### src/rtl/iod_delay_tap_ctrl.sv
// Delay-line tap sequencer for a bank of IOD lanes.
// Takes one load / set / increment / decrement request at a time, paces the
// per-lane LOAD / MOVE / DIRECTION strobes and tracks the tap of every lane.
//
// state | meaning
// ------+---------------------------------------------------------------
// IDLE  | ready for a request (REQ_READY=1 except right after reset)
// CHECK | range-check the latched request, compute step count/direction
// LOAD  | DELAY_LINE_LOAD strobe on the addressed lane, tap := LOAD_TAP
// DIR   | DELAY_LINE_DIRECTION settles one cycle ahead of the first MOVE
// MOVE  | DELAY_LINE_MOVE strobe, tracked tap steps by one
// GAP   | idle spacing after LOAD/MOVE; last cycle samples OUT_OF_RANGE
// FIN   | DONE pulse (qualified by ERR), back to IDLE
module iod_delay_tap_ctrl #(
  parameter int NUM_LANES = 16,
  parameter int TAP_W     = 8,
  parameter int MAX_TAP   = 255,
  parameter int LOAD_TAP  = 1,
  parameter int MOVE_GAP  = 4,
  parameter int LANE_W    = (NUM_LANES > 1) ? $clog2(NUM_LANES) : 1
) (
  input  logic                       FAB_CLK,
  input  logic                       SYNC_RST,
  input  logic                       REQ_VALID,
  output logic                       REQ_READY,
  input  logic [LANE_W-1:0]          REQ_LANE,
  input  logic [1:0]                 REQ_MODE,
  input  logic [TAP_W-1:0]           REQ_TAP,
  output logic [NUM_LANES-1:0]       DELAY_LINE_LOAD,
  output logic [NUM_LANES-1:0]       DELAY_LINE_MOVE,
  output logic [NUM_LANES-1:0]       DELAY_LINE_DIRECTION,
  input  logic [NUM_LANES-1:0]       DELAY_LINE_OUT_OF_RANGE,
  output logic                       DONE,
  output logic                       ERR,
  output logic [NUM_LANES*TAP_W-1:0] TAP_STATE
);

  localparam int GAP_W = (MOVE_GAP > 1) ? $clog2(MOVE_GAP) : 1;
  localparam logic [GAP_W-1:0] GAP_INIT = GAP_W'(MOVE_GAP - 1);
  localparam logic [TAP_W:0]   MAX_EXT  = (TAP_W + 1)'(MAX_TAP);

  typedef enum logic [2:0] {
    S_IDLE,
    S_CHECK,
    S_LOAD,
    S_DIR,
    S_MOVE,
    S_GAP,
    S_FIN
  } state_t;

  state_t           state;
  logic [LANE_W-1:0] lane_q;
  logic [1:0]        mode_q;
  logic [TAP_W-1:0]  req_tap_q;
  logic [TAP_W-1:0]  steps_q;
  logic [GAP_W-1:0]  gap_q;
  logic [TAP_W-1:0]  tap_q [NUM_LANES];

  logic              lane_ok;
  logic [TAP_W-1:0]  cur;
  logic [TAP_W:0]    target;
  logic              reject;
  logic              dir_up;
  logic [TAP_W-1:0]  n_steps;
  logic [TAP_W-1:0]  tap_stepped;

  // Flatten the per-lane tap registers onto the status bus.
  for (genvar g = 0; g < NUM_LANES; g++) begin : g_tap_out
    assign TAP_STATE[g*TAP_W +: TAP_W] = tap_q[g];
  end

  // Range check and step/direction computation for the latched request;
  // target is one bit wider so increments past the top cannot wrap.
  always_comb begin
    lane_ok = (32'(lane_q) < NUM_LANES);
    cur     = '0;
    if (lane_ok) cur = tap_q[lane_q];
    target  = {1'b0, cur};
    reject  = !lane_ok;
    case (mode_q)
      2'b01: begin
        target = {1'b0, req_tap_q};
        if ({1'b0, req_tap_q} > MAX_EXT) reject = 1'b1;
      end
      2'b10: begin
        target = {1'b0, cur} + {1'b0, req_tap_q};
        if (target > MAX_EXT) reject = 1'b1;
      end
      2'b11: begin
        target = {1'b0, cur} - {1'b0, req_tap_q};
        if (req_tap_q > cur) reject = 1'b1;
      end
      default: ;
    endcase
    dir_up      = (target >= {1'b0, cur});
    n_steps     = dir_up ? TAP_W'(target - {1'b0, cur}) : TAP_W'({1'b0, cur} - target);
    tap_stepped = DELAY_LINE_DIRECTION[lane_q] ? cur + 1'b1 : cur - 1'b1;
  end

  // Sequencer: state, registered strobes, DONE/ERR and tap tracking.
  always_ff @(posedge FAB_CLK) begin
    if (SYNC_RST) begin
      state                <= S_IDLE;
      REQ_READY            <= 1'b0;
      DONE                 <= 1'b0;
      ERR                  <= 1'b0;
      DELAY_LINE_LOAD      <= '0;
      DELAY_LINE_MOVE      <= '0;
      DELAY_LINE_DIRECTION <= '0;
      lane_q               <= '0;
      mode_q               <= '0;
      req_tap_q            <= '0;
      steps_q              <= '0;
      gap_q                <= '0;
      for (int i = 0; i < NUM_LANES; i++) tap_q[i] <= TAP_W'(LOAD_TAP);
    end else begin
      DELAY_LINE_LOAD <= '0;
      DELAY_LINE_MOVE <= '0;
      DONE            <= 1'b0;
      ERR             <= 1'b0;
      case (state)
        S_IDLE: begin
          if (REQ_READY && REQ_VALID) begin
            lane_q    <= REQ_LANE;
            mode_q    <= REQ_MODE;
            req_tap_q <= REQ_TAP;
            REQ_READY <= 1'b0;
            state     <= S_CHECK;
          end else begin
            REQ_READY <= 1'b1;
          end
        end
        S_CHECK: begin
          if (reject) begin
            DONE  <= 1'b1;
            ERR   <= 1'b1;
            state <= S_FIN;
          end else if (mode_q == 2'b00) begin
            DELAY_LINE_LOAD[lane_q] <= 1'b1;
            tap_q[lane_q]           <= TAP_W'(LOAD_TAP);
            state                   <= S_LOAD;
          end else begin
            DELAY_LINE_DIRECTION[lane_q] <= dir_up;
            steps_q                      <= n_steps;
            state                        <= S_DIR;
          end
        end
        S_LOAD: begin
          gap_q <= GAP_INIT;
          state <= S_GAP;
        end
        S_DIR: begin
          if (steps_q == '0) begin
            DONE  <= 1'b1;
            state <= S_FIN;
          end else begin
            DELAY_LINE_MOVE[lane_q] <= 1'b1;
            tap_q[lane_q]           <= tap_stepped;
            steps_q                 <= steps_q - 1'b1;
            state                   <= S_MOVE;
          end
        end
        S_MOVE: begin
          gap_q <= GAP_INIT;
          state <= S_GAP;
        end
        S_GAP: begin
          if (gap_q != '0) begin
            gap_q <= gap_q - 1'b1;
          end else if (mode_q == 2'b00) begin
            DONE  <= 1'b1;
            state <= S_FIN;
          end else if (DELAY_LINE_OUT_OF_RANGE[lane_q]) begin
            // Abort keeps the counted tap; the IOD refused to go further.
            DONE  <= 1'b1;
            ERR   <= 1'b1;
            state <= S_FIN;
          end else if (steps_q != '0) begin
            DELAY_LINE_MOVE[lane_q] <= 1'b1;
            tap_q[lane_q]           <= tap_stepped;
            steps_q                 <= steps_q - 1'b1;
            state                   <= S_MOVE;
          end else begin
            DONE  <= 1'b1;
            state <= S_FIN;
          end
        end
        S_FIN: begin
          REQ_READY <= 1'b1;
          state     <= S_IDLE;
        end
        default: state <= S_IDLE;
      endcase
    end
  end

endmodule

### config.mk
export PLATFORM = sky130hd
export DESIGN_NAME = iod_delay_tap_ctrl
export DESIGN_NICKNAME = d
export VERILOG_FILES = /design/src/rtl/iod_delay_tap_ctrl.sv
export SDC_FILE = /design/constraint.sdc
export NUM_CORES = 1
export LEC_CHECK = 0
export ABC_AREA = 0
export BUFFER_PORTS_ARGS = -buffer_cell sky130_fd_sc_hd__buf_2
export CAP_MARGIN = 25
export CORE_AREA = 2 2 211 213
export CTS_CLUSTER_DIAMETER = 60
export DETAILED_ROUTE_END_ITERATION = 10
export DIE_AREA = 0 0 213 215
export PLACE_DENSITY_LB_ADDON = 0.05
export SETUP_SLACK_MARGIN = 0.1
export SLEW_MARGIN = 20
export SYNTH_ARGS = -nofsm -noshare
export SYNTH_HDL_FRONTEND = slang
export SYNTH_SLANG_ARGS = --single-unit
export TNS_END_PERCENT = 5
### constraint.sdc
create_clock -name FAB_CLK -period 8.14 [get_ports FAB_CLK]
set_clock_uncertainty 0.05 [all_clocks]
set_input_delay 1.221 -clock FAB_CLK [delete_from_list [all_inputs] [get_ports FAB_CLK]]
set_output_delay 1.221 -clock FAB_CLK [all_outputs]
set_load 0.01 [all_outputs]
==> results_dict.tcl, run 1 <==
set metrics [dict create \
    path_clk_slew_ns 0.05 \
    die_y_um 215 \
    htreeDepth 2 \
    period_share_pct 79.39 \
    synth_warnings 0 \
    async_reset_ff_share_pct 0 \
    status "complete, no violations" \
    cts_setup_buffers 0 \
    p_int_mw 2.406 \
    setup_viol 0 \
    drt_iter0_drc 538 \
    synth_cells 1023 \
    dp.final_hpwl_um 32330 \
    grtUsageMet1_pct 25.33 \
    netlist_top_cells_count "nor2_1, edfxtp_1, nand2_1" \
    grt_max_degree 43 \
    total_power_mw 3.445 \
    dieArea_mm2 0.04580 \
    synth_seq_cells 210 \
    p_sw_mw 1.039 \
    routedWlPerCell_um 23.00 \
    cp_max_fo 28 \
    synth_flop_cell "edfxtp_1" \
    combPwrFrac_pct 20.0 \
    gp_routability_congestion 0.7855 \
    busiest_layer "met2" \
    final_hold_viol_count 0 \
    synthTopCellsByArea "edfxtp_1, dfxtp_1, mux4_2, nor2_1, ha_1" \
    startpoint_type "flop" \
    wl_um 42490 \
    portBuffers 211 \
    cts_hold_buf 0 \
    vias_per_cell 4.747 \
    tightestPinTransition_ns 1.058 \
    path_class "reg -> reg" \
    finalSetupTns_ns 0 \
    power.density_mw_per_mm2 251.8 \
    cts_buffer_depth 3 \
    synth_top_area_share_pct 35.68 \
    netlist_area_mm2 0.01077 \
    crit_top_cell "o21ai_0" \
    critPathTopFamily "multiplexers" \
    syn_nets 1102 \
    num_rows 77 \
    relSlewSlack_pct 29.35 \
    via_count 8767 \
    grt_use_met2_pct 30.55 \
    start_util_pct 24.68 \
    grt_pass1_vias 8843 \
    drtPass1Iterations 5 \
    pin_count 212 \
    drtAntennaViolNets 0 \
    clock-sinks 210 \
    ys_seq_area_share_pct 50.92 \
    rsz0062_at_grt "no" \
    cp-end-kind "flop" \
    cts_made_buffers 34 \
    coreArea_mm2 0.04364 \
    cp.arrival_ns 6.83 \
    yosys.cell_types.count 54 \
    drv_slew 0 \
    critPathSlowestCell "dfxtp_1" \
    cts-root-buf "clkbuf_16" \
    avgSynthCellArea_um2 10.53 \
    grt_pass1_wl_um 61670 \
    fmax_mhz 154.7 \
    ir_drop_mv 0.1445 \
    p_leak_nw 5.243 \
    power.share.sequential_pct 35.1 \
    yosysTopAreaCell "edfxtp_1" \
    min_period_ns 6.463 \
    drive_above_1_share_pct 27.65 \
    pre_cts_slack_ns 1.628 \
    cts-resized-gates 0 \
    layout_setup_ws_ns 1.677 \
    cts_tree "done" \
    met3_usage_pct 3.478 \
    clk_latency_ns 0.54 \
    maxCapViolCount 0 \
    antenna_found_initial 0 \
    yosysMostFrequentCell "nor2_1" \
    crit_chain "buf_4, mux4_2, mux4_2, ha_1, inv_1, o21bai_1, and2_1, o21ai_0, a31oi_1, xor2_1, nand2_1, o21ai_0, ha_1, nand4_1, o21ai_0, a211oi_1, o211ai_1, buf_4, mux2i_1, o21ai_0, or4b_2, and3_1" \
    fp.dieW_um 213 \
    swShare_pct 30.17 \
    layout.nets 1308 \
    grt_use_total_pct 18.71 \
    synth_edf_count 128 \
    synthToLayoutAreaGrowth_pct 27.03 \
    slowest_delay_ns 1.01 \
    worstHoldPathType "reg -> reg" \
    cp.buffers_inverters 3 \
    worstHoldStart "req_tap_q[4]" \
    required_ns 8.51 \
    antenna_cells 0 \
    drcViolationCount 0 \
    gr-total-overflow 0 \
    pwr-share-clk_pct 44.9 \
]
## sequential cells by signal, indices dropped and copies added (netlist names), named ones only
signal                flops
tap_q                   128
mode_q                    2
DELAY_LINE_LOAD          16
ERR                       1
DELAY_LINE_DIRECTION     16
REQ_READY                 1
DONE                      1
state                     3
DELAY_LINE_MOVE          16
gap_q                     2
lane_q                    4
steps_q                   8
req_tap_q                 8
## cell usage in the layout, fill, tap and decap left out, types with 4 or more instances in the layout
| master | instances |
|---|---|
| nor2b_1 | 9 |
| nor4_1 | 4 |
| dfxtp_1 | 81 |
| a31oi_1 | 6 |
| fa_1 | 5 |
| o21bai_1 | 8 |
| a21o_1 | 14 |
| clkbuf_16 | 35 |
| nand3_1 | 18 |
| nand2_1 | 114 |
| xor2_1 | 7 |
| nor2_1 | 176 |
| o21ai_0 | 27 |
| a211oi_1 | 7 |
| nand4_1 | 5 |
| inv_1 | 56 |
| nor3_1 | 39 |
| mux2i_1 | 19 |
| o21a_1 | 4 |
| buf_2 | 211 |
| buf_4 | 19 |
| xnor2_1 | 9 |
| edfxtp_1 | 128 |
| bufinv_16 | 5 |
| o211ai_1 | 5 |
| a221oi_1 | 4 |
| or3_1 | 4 |
| nand2b_1 | 25 |
| a21oi_1 | 61 |
| clkbuf_1 | 9 |
| ha_1 | 41 |
| o32ai_1 | 4 |
| mux4_2 | 48 |
## logic make-up after synthesis
family                   count (synthesis)  share of synthesized area [%]
buffers and inverters                  117                          4.262
multiplexers                            71                          12.50
adder cells (fa/ha/maj)                 46                          5.691
XOR/XNOR                                17                          1.452
AND/OR/NAND/NOR                        410                          16.54
flip-flops                             210                          50.92
AO/OA/AOI/OAI                          152                          8.641
## worst paths after layout
kind / end / slack [ns] / cells past startpoint
worst min-delay path: req_tap_q[4] / 0.46 / 2
worst max register to register: steps_q[7] / 1.68 / 22
worst min register to register: req_tap_q[4] / 0.46 / 2
worst max-delay path: steps_q[7] / 1.68 / 22
## layout make-up
cell class / instances / area [um2]
clock inverter: 16 / 254.0
timing repair buffer: 231 / 1210
sequential: 210 / 5487
inverter: 56 / 210.2
clock buffer: 46 / 937.1
tap: 592 / 740.7
multi-input combinational: 696 / 4846
fill: 4532 / 29960
## worst register-to-register path: stages (launching register included)
cell      delay, ns
dfxtp_1        1.01
buf_4          0.35
mux4_2         0.35
mux4_2         0.61
ha_1           0.37
inv_1          0.09
o21bai_1       0.31
and2_1         0.17
o21ai_0        0.06
a31oi_1        0.21
xor2_1         0.09
nand2_1        0.07
o21ai_0        0.11
ha_1           0.36
nand4_1        0.12
o21ai_0        0.19
a211oi_1       0.10
o211ai_1       0.11
buf_4          0.36
mux2i_1        0.33
o21ai_0        0.15
or4b_2         0.61
and3_1         0.18
## through the flow
step / util (%) / cell area [um2] / hold slack (ns) / cells
global route: 31.36 / 13680 / 0.4813 / 1847
global placement: 28.60 / 12480 / 0.4277 / 1784
detailed placement: 28.60 / 12480 / 0.4471 / 1784
finish: 31.36 / 13680 / 0.4558 / 1847
CTS: 31.33 / 13670 / 0.4590 / 1846
floorplan: - / 10770 / 0.4104 / 1023
## per-layer routing
metal / vias up / routed length, um
met3: 51 / 1956
met1: 4435 / 19220
met5: - / 0
li1: 4055 / -
met4: 0 / 927
met2: 226 / 20380
## power groups by stage
stage / clock (mW) / combinational [mW] / sequential [mW]
floorplan: 0 / 0.481 / 1.21
global placement: 0 / 0.692 / 1.23
detailed placement: 0 / 0.690 / 1.23
CTS: 1.59 / 0.694 / 1.21
global route: 1.63 / 0.762 / 1.21
finish: 1.55 / 0.689 / 1.21
No activity file was read; power rests on OpenSTA's default activity.
==> run 2: changes to the inputs <==
Clock period 8.14 ns to 6 ns, I/O delays scaled along.
==> results_dict.tcl, run 2 (synthesis results as in run 1) <==
set metrics [dict create \
    finalSetupTns_ns 0 \
    htreeDepth 1 \
    dp.cells 1797 \
    ir_drop_mv 0.2157 \
    cts_made_buffers 31 \
    maxCapViolCount 0 \
    relSlewSlack_pct 36.10 \
    routedWlPerCell_um 22.88 \
    gp_routability_congestion 0.7922 \
    wl_um 42720 \
    grt_use_total_pct 18.50 \
    period_share_pct 93.82 \
    dieArea_mm2 0.04580 \
    gr-total-overflow 0 \
    fp.dieW_um 213 \
    grt_pass1_wl_um 61510 \
    instances_no_fill 1867 \
    drtPass1Iterations 5 \
    start_util_pct 24.68 \
    vias_per_cell 4.707 \
    regArea_mm2 0.005489 \
    required_ns 6.42 \
    drtAntennaViolNets 0 \
    reg2reg_slack_ns 0.37 \
    min_period_ns 5.629 \
    via_count 8788 \
    startpoint_type "flop" \
    drt_iter0_drc 549 \
    fmax_mhz 177.6 \
    synthToLayoutAreaGrowth_pct 27.05 \
    total_power_mw 4.311 \
    num_rows 77 \
    status "complete, no violations" \
    drcViolationCount 0 \
    antenna_found_initial 1 \
    portBuffers 211 \
    clk_latency_ns 0.60 \
    cp-end-kind "flop" \
    coreArea_mm2 0.04364 \
    grt_max_degree 50 \
    layout.nets 1329 \
    largest_reg_flops 128 \
    final_hold_viol_count 0 \
    path_clk_slew_ns 0.05 \
    fillers 4538 \
    die_y_um 215 \
    rsz0062_at_grt "no" \
    worstHoldPathType "reg -> reg" \
    pin_count 212 \
    drive_above_1_share_pct 28.94 \
    cts_hold_buf 0 \
    p_leak_nw 5.256 \
    cts_tree "done" \
    dp.final_hpwl_um 32550 \
    path_class "reg -> reg" \
    regMostFlops "tap_q" \
    setup_viol 0 \
    cts-root-buf "clkbuf_16" \
    antenna_cells 0 \
    tightestPinTransition_ns 0.9537 \
    final_cell_mix "buf_2, nor2_1, edfxtp_1" \
    drv_slew 0 \
    cp_max_fo 6 \
    final_common_cell "buf_2" \
    cp.arrival_ns 6.05 \
    cts_buffer_depth 3 \
    grt_pass1_vias 8736 \
    multi_input_area_mm2 0.004868 \
    clock-sinks 210 \
    power.density_mw_per_mm2 315.0 \
]
==> run 2: cell types whose count changed in the layout (fill, tap and decap cells not counted), sizes merged <==
cell / previous run / this run
bufinv: 5 / 0
clkinv: 4 / 17
clkbuf: 46 / 39
inv: 62 / 58
buf: 231 / 254
==> run 2: final timing paths <==
kind,from,to,depth (start not counted)
max,flop,steps_q[7],24
min,req_tap_q[1],req_tap_q[1],2
max reg2reg,flop,steps_q[7],24
min reg2reg,req_tap_q[1],req_tap_q[1],2
==> run 2: layer usage <==
| layer | global-route usage, % | vias to the layer above | part of all wire [%] |
|---|---|---|---|
| met1 | 24.48 | 4392 | 43 |
| met5 | 0 | - | 0 |
| met4 | 4.359 | 0 | 2.4 |
| met2 | 30.93 | 253 | 48 |
| li1 | - | 4088 | - |
| met3 | 3.683 | 55 | 5.9 |
==> run 2: timing repair <==
| action | 4_1_cts | 5_1_grt |
|---|---|---|
| resized for setup | 0 | 12 |
| buffers inserted | 0 | 10 |
| endpoints found under the setup margin | 0 | 6 |
==> run 2: worst max-delay path, cell delays in order, from the launching register on <==
cell and delay [ns]:
dfxtp_4 0.41, mux4_1 0.58, mux4_2 0.54, buf_4 0.18, ha_1 0.23, inv_1 0.08
fa_2 0.21, o21bai_1 0.10, a221oi_2 0.32, a21oi_1 0.11, a31oi_1 0.17, xor2_1 0.16
nand2_1 0.08, o21ai_2 0.08, ha_1 0.28, a21oi_1 0.14, o21ai_0 0.10, a211oi_1 0.24
o211ai_1 0.12, buf_4 0.17, buf_4 0.13, mux2i_1 0.11, o21ai_0 0.12, or4b_2 0.62
and3_1 0.18
==> run 2: final cells by class <==
class	count	share of cell area, %
flip-flops and latches	210	40.10
multi-input cells	696	35.57
clock inverters	20	0.9324
inverters	56	1.536
clock buffers	38	5.860
repair buffers	255	10.59
well taps	592	5.412
==> run 2: through the flow <==
stage               setup WS, ns  util (%)  hold WS, ns  area (um2)
floorplan                 0.3089         -       0.4104       10770
global placement          0.2052     28.88       0.4373       12600
detailed placement        0.1787     28.88       0.4309       12600
CTS                       0.1681     31.01       0.4434       13530
global route             0.09993     31.36       0.4713       13690
finish                    0.3706     31.36       0.4398       13690
==> run 2: power by group <==
part / internal [mW] / leakage [nW] / switching [mW] / total (mW)
Sequential: 1.57 / 1.93 / 0.0606 / 1.64
Clock: 0.952 / 0.456 / 0.725 / 1.68
Combinational: 0.403 / 2.87 / 0.596 / 0.999
